==> src/rtl/iot_monitor_pkg.sv <==
// rtl/iot_monitor_pkg.sv - shared constants for the active-IoT-devices monitor and its feeders
package iot_monitor_pkg;

    localparam logic EVT_OFF       = 1'b0;
    localparam logic EVT_ON        = 1'b1;
    localparam int   N_DEV_DEFAULT = 8;
    // Monitor up/down counter width; device count must stay within its range.
    localparam int   MON_CNT_W     = 8;

endpackage

==> src/rtl/rr_arbiter.sv <==
// rtl/rr_arbiter.sv - combinational rotate-priority arbiter, first request at or above ptr wins
module rr_arbiter #(
    parameter  int N    = 8,
    localparam int ID_W = $clog2(N)
) (
    input  logic [N-1:0]    req,
    input  logic [ID_W-1:0] ptr,
    output logic            gnt_vld,
    output logic [ID_W-1:0] gnt_id
);

    logic [ID_W:0]   sum;
    logic [ID_W-1:0] idx;

    // Scan from the farthest offset down so the nearest request to ptr is assigned last.
    always_comb begin
        gnt_vld = 1'b0;
        gnt_id  = '0;
        sum     = '0;
        idx     = '0;
        for (int k = N - 1; k >= 0; k--) begin
            sum = {1'b0, ptr} + (ID_W + 1)'(k);
            if (sum >= (ID_W + 1)'(N)) begin
                sum = sum - (ID_W + 1)'(N);
            end
            idx = sum[ID_W-1:0];
            if (req[idx]) begin
                gnt_vld = 1'b1;
                gnt_id  = idx;
            end
        end
    end

endmodule

==> src/rtl/device_event_serialiser.sv <==
// rtl/device_event_serialiser.sv - turns device on/off transitions into one queued event per clock
// EVT_STATS_EN adds the saturating evt_total issued-event counter output.
module device_event_serialiser
    import iot_monitor_pkg::*;
#(
    parameter  int N_DEV = N_DEV_DEFAULT,
    localparam int ID_W  = $clog2(N_DEV),
    localparam int CNT_W = $clog2(N_DEV + 1)
) (
    input  logic             clk,
    input  logic             rst,
    input  logic [N_DEV-1:0] dev_status,
    output logic             change,
    output logic             on_off,
    output logic [ID_W-1:0]  dev_id,
    output logic [CNT_W-1:0] pending_cnt
`ifdef EVT_STATS_EN
    ,
    output logic [15:0]      evt_total
`endif
);

    logic [N_DEV-1:0] status_q;
    logic [N_DEV-1:0] pend_on;
    logic [N_DEV-1:0] pend_off;
    logic [ID_W-1:0]  rr_ptr;

    logic [N_DEV-1:0] rise;
    logic [N_DEV-1:0] fall;
    logic [N_DEV-1:0] pend_on_n;
    logic [N_DEV-1:0] pend_off_n;
    logic [CNT_W-1:0] cnt_n;
    logic [ID_W-1:0]  rr_ptr_n;
    logic             gnt_vld;
    logic [ID_W-1:0]  gnt_id;
    logic             granted;

    assign rise = dev_status & ~status_q;
    assign fall = ~dev_status & status_q;

    rr_arbiter #(.N(N_DEV)) u_arb (
        .req     (pend_on | pend_off),
        .ptr     (rr_ptr),
        .gnt_vld (gnt_vld),
        .gnt_id  (gnt_id)
    );

    // A new edge on the device being granted this cycle must queue, not cancel:
    // the granted event has already left the queue.
    always_comb begin
        pend_on_n  = pend_on;
        pend_off_n = pend_off;
        cnt_n      = '0;
        granted    = 1'b0;
        if (gnt_vld) begin
            pend_on_n[gnt_id]  = 1'b0;
            pend_off_n[gnt_id] = 1'b0;
        end
        for (int i = 0; i < N_DEV; i++) begin
            granted = gnt_vld && (gnt_id == ID_W'(i));
            if (rise[i]) begin
                if (pend_off[i] && !granted) pend_off_n[i] = 1'b0;
                else                         pend_on_n[i]  = 1'b1;
            end
            if (fall[i]) begin
                if (pend_on[i] && !granted) pend_on_n[i]  = 1'b0;
                else                        pend_off_n[i] = 1'b1;
            end
            cnt_n = cnt_n + CNT_W'(pend_on_n[i] | pend_off_n[i]);
        end
    end

    always_comb begin
        rr_ptr_n = rr_ptr;
        if (gnt_vld) begin
            rr_ptr_n = (gnt_id == ID_W'(N_DEV - 1)) ? '0 : gnt_id + 1'b1;
        end
    end

    always_ff @(posedge clk) begin
        if (rst) begin
            status_q    <= '0;
            pend_on     <= '0;
            pend_off    <= '0;
            rr_ptr      <= '0;
            change      <= 1'b0;
            on_off      <= EVT_OFF;
            dev_id      <= '0;
            pending_cnt <= '0;
        end else begin
            status_q    <= dev_status;
            pend_on     <= pend_on_n;
            pend_off    <= pend_off_n;
            rr_ptr      <= rr_ptr_n;
            change      <= gnt_vld;
            on_off      <= (gnt_vld && pend_on[gnt_id]) ? EVT_ON : EVT_OFF;
            dev_id      <= gnt_vld ? gnt_id : '0;
            pending_cnt <= cnt_n;
        end
    end

`ifdef EVT_STATS_EN
    always_ff @(posedge clk) begin
        if (rst) begin
            evt_total <= '0;
        end else if (gnt_vld && evt_total != 16'hFFFF) begin
            evt_total <= evt_total + 16'd1;
        end
    end
`endif

    a_pend_exclusive : assert property (@(posedge clk) disable iff (rst) (pend_on & pend_off) == '0);

endmodule
==> config.mk <==
export PLATFORM = sky130hd
export DESIGN_NAME = device_event_serialiser
export DESIGN_NICKNAME = d
export VERILOG_FILES = /design/src/rtl/iot_monitor_pkg.sv /design/src/rtl/rr_arbiter.sv /design/src/rtl/device_event_serialiser.sv
export SDC_FILE = /design/constraint.sdc
export NUM_CORES = 1
export LEC_CHECK = 0
export CAP_MARGIN = 20
export CORE_UTILIZATION = 65
export DETAILED_ROUTE_END_ITERATION = 10
export DONT_BUFFER_PORTS = 1
export GPL_TIMING_DRIVEN = 1
export PLACE_DENSITY = 0.81
export SLEW_MARGIN = 5
export SYNTH_ARGS = -nofsm -noshare
export SYNTH_HDL_FRONTEND = slang
export SYNTH_HIERARCHICAL = 1
export SYNTH_SLANG_ARGS = --single-unit
==> constraint.sdc <==
create_clock -name clk -period 19.3 [get_ports clk]
set_input_delay 1.93 -clock clk [delete_from_list [all_inputs] [get_ports clk]]
set_output_delay 1.93 -clock clk [all_outputs]
set_load 0.02 [all_outputs]
==> results by group <==
Global route
  • Wire length of the first global-routing pass: around 11 mm
  • Pin count of the biggest net entering global routing: 33
  • Global-route usage over all layers: 27.5%
  • Via count of the first global-routing pass: around 2500
  • Initial antenna violation count: 0
  • Overflow left after global routing: 0

STA
  • Transition time of the tightest slew-check pin: around 800 ps
  • Final max-slew violation count: 0
  • Share of the clock period used by the worst path after layout: around 36%
  • Count of endpoints failing setup in the final report: 0
  • Max Clock Freq: about 150 MHz
  • Period minus WS final: around 7000 ps
  • Worst clock skew: 6.51 ps
  • Worst rel slew slack: 45.2%
  • RSZ-0062 raised after global routing: no
  • Final hold violations: 0
  • Total negative slack for setup checks: 0 ps

Route
  • First-pass iteration count of the detailed router: 5
  • Number of design rule violations left after detail routing: 0
  • Number of design-rule violations left by the first detailed-router iteration: 229
  • Overall routed net length: just under 7 mm
  • Wire per inst: 16.5 um
  • Vias post-DR: ~2800
  • Number of nets still failing antenna checks after routing: 0
  • Via density: between 6 and 7

Clock network
  • Clk sink count: 36
  • Clk Latency, worst-skew pair: roughly 300 ps
  • H-tree lvl count: 2
  • Setup bufs post-CTS: 0
  • Post-cts sizing count: 0
  • TritonCTS clock tree: built
  • Number of hold buffers added after cts: 0
  • Largest buffer count on any clock path: 2
  • TritonCTS buffer count: 5
  • Clock-pin slew on the worst setup and hold paths: ~70 ps
  • Cell at the root of the clock tree: clkbuf_8

Finish
  • Share of final-layout standard cells stronger than drive strength 1: around 12%
  • Cell area after layout: around 3200 sq um
  • Area occupied by multi-input gates: ~2200 sq um
  • Fill cell total of the finished layout: slightly below 400
  • Final-stage net count: about 370
  • Count of antenna diodes in the layout: 0
  • Layout overhead on the synthesized area: 1.89%
  • Footprint of the flip-flops and latches: approximately 700 sq um

Hold path
  • Worst Hold Launch: pend_off[1]$_SDFF_PP0_
  • Kind of path behind the tightest hold check: flop to flop
  • Worst hold path endpoint: pend_off[1]$_SDFF_PP0_
  • Cell count of the worst hold path: 2

Critical path
  • Chain of cells forming the critical path: inv_1, ha_1, mux4_1, mux2_4, o21ai_2, a31oi_1, o21bai_1, mux2_1, nor4b_1, a311o_1, a21oi_1, fa_1, inv_1, fa_1, fa_1, inv_1, ha_1, inv_1, fa_1, xor2_1, nor2_1
  • Critical Path Slowest Stage Cell: dfxtp_1
  • Reg2Reg Setup Slack: ~12000 ps
  • Worst path arrival time: slightly above 7000 ps
  • Crit path buffers/inverters: 4
  • Sort of element at the end of the critical path: flop
  • Required @ worst endpoint: approximately 19000 ps
  • Startpoint class of the critical path: flop
  • CP max stage delay: between 700 and 800 ps
  • Maximum fanout count along the critical path: 19
  • CP Class: flop to flop
  • Critical Path Stages: 21
  • Cell family with the largest share of critical-path delay: adder cells
  • Crit Reg-Reg Startpoint: rr_ptr[1]$_SDFFE_PP0P_
  • Count of cells along the worst register-to-register path: 21
  • Critical R2R Capture: pending_cnt[2]$_SDFF_PP0_

Floorplan
  • Row cnt: 25
  • DIE HEIGHT: ~70 um
  • Count of boundary I/O pins: 19
  • Initial cell density of the core: between 60 and 70%
  • CORE AREA: roughly 4700 sq um
  • Die area: a little over 5000 sq um
  • Horizontal die dimension: 72.0 um

Flow run
  • Reported max-cap violation count: 0

Synth
  • Synthesized flop and latch total: 36
  • Cell variety after synth: 67
  • Average cell area after synthesis: ~9 sq um
  • Count of flip-flops with a built-in enable after synthesis: 0
  • Synth Warn #: 6
  • Cell count after synthesis: 355
  • Netlist area before placement: between 3000 and 4000 sq um
  • Predominant post-synthesis flop cell: dfxtp_1
  • Net Count, Synth: 380
  • Share of synthesized registers carrying an async set or reset: 0%
  • Share of the yosys chip area belonging to registers: between 20% and 30%

Placed design
  • Detailed placement HPWL: 4.85 mm
  • Final weighted congestion in routability-driven placement: approximately 0.95
  • Instance area after placement: around 3200 sq um
  • Number of port buffers: 0

Status
  • Status: finished, final reports clean
cells by family (layout without fill, tap and decap cells):
family / count (synthesis) / in the layout / synth area share, %
compound gates: 100 / 100 / 22.7
flops: 36 / 36 / 22.6
buf+inv: 42 / 35 / 6.84
simple gates: 131 / 131 / 25.9
mux: 24 / 24 / 13.2
fa+ha+maj: 15 / 15 / 6.84
xor+xnor: 7 / 7 / 1.93
synth_stat cells (all sizes together) (5+ instances only):
master	number	area (sq um)
and2	8	50.1
buf	15	116
xor2	6	52.6
o221a	5	56.3
a211o	7	61.3
nor4bb	8	80.1
nand2b	5	31.3
nor2b	15	93.8
or2	8	50.1
a211oi	6	45.0
mux2	6	71.3
or4bb	7	78.8
mux4	12	289
o21ai	11	58.8
nor2	19	71.3
mux2i	6	60.1
nand2	29	109
ha	11	138
inv	25	93.8
dfxtp	36	721
a21oi	27	139
o211ai	9	67.6
worst reg2reg max path, delay by kind of cell (launching register included):
family / cells / cell delay [ps]
AO/OA/AOI/OAI: 5 / 800
XOR/XNOR: 1 / 140
adder cells (fa/ha/maj): 6 / 2630
buffers and inverters: 4 / 440
flip-flops: 1 / 720
multiplexers: 3 / 1360
AND/OR/NAND/NOR: 2 / 700
layout make-up:
| type | count | share of cell area, % |
|---|---|---|
| Tap cell | 67 | 2.58 |
| Multi-Input combinational cell | 277 | 69.2 |
| Inverter | 25 | 2.89 |
| Sequential cell | 36 | 22.2 |
| Clock inverter | 1 | 0.154 |
| Timing Repair Buffer | 3 | 0.694 |
| Clock buffer | 6 | 2.24 |
stage by stage:
| step | hold slack [ps] | util (%) | setup slack [ps] | instances |
|---|---|---|---|---|
| after global routing | 568 | 68.7 | 12040 | 415 |
| after CTS | 539 | 68.5 | 12460 | 414 |
| after global placement | 513 | 66.9 | 12670 | 407 |
| after detailed placement | 528 | 66.9 | 12500 | 407 |
| final | 542 | 68.7 | 12420 | 415 |
| after floorplan | 487 | - | 13210 | 355 |
worst max path at each step:
stage,startpoint,to
after CTS,rr_ptr[1]$_SDFFE_PP0P_,pending_cnt[2]$_SDFF_PP0_
after floorplan,rr_ptr[1]$_SDFFE_PP0P_,pending_cnt[2]$_SDFF_PP0_
final,rr_ptr[1]$_SDFFE_PP0P_,pending_cnt[2]$_SDFF_PP0_
after global placement,rr_ptr[1]$_SDFFE_PP0P_,pending_cnt[2]$_SDFF_PP0_
after global routing,rr_ptr[1]$_SDFFE_PP0P_,pending_cnt[2]$_SDFF_PP0_
after detailed placement,rr_ptr[1]$_SDFFE_PP0P_,pending_cnt[2]$_SDFF_PP0_
cells in the final DEF (no fill, tap or decap), drive strengths merged, types with 8 or more instances in the layout:
| cell type | count |
|---|---|
| o211ai | 9 |
| or2 | 8 |
| inv | 25 |
| dfxtp | 36 |
| mux4 | 12 |
| nor4bb | 8 |
| a21oi | 27 |
| nand2 | 29 |
| ha | 11 |
| and2 | 8 |
| nor2 | 19 |
| nor2b | 15 |
| o21ai | 11 |
state kept, by name, indices dropped and copies added (netlist names):
register and count:
pend_off 8, pend_on 8, status_q 8, pending_cnt 4
dev_id 3, rr_ptr 3, change 1, on_off 1
metal layers:
layer	vias up	wire [um]	GRT usage [%]
li1	1328	-	-
met1	1349	3110	35.6
met2	83	3300	46.0
met3	13	312	5.14
met4	0	113	9.80
met5	-	0	0
Power is left out: the tool's default activity adds up to more than one toggle a clock period on the data nets, which glitch-free logic cannot reach.
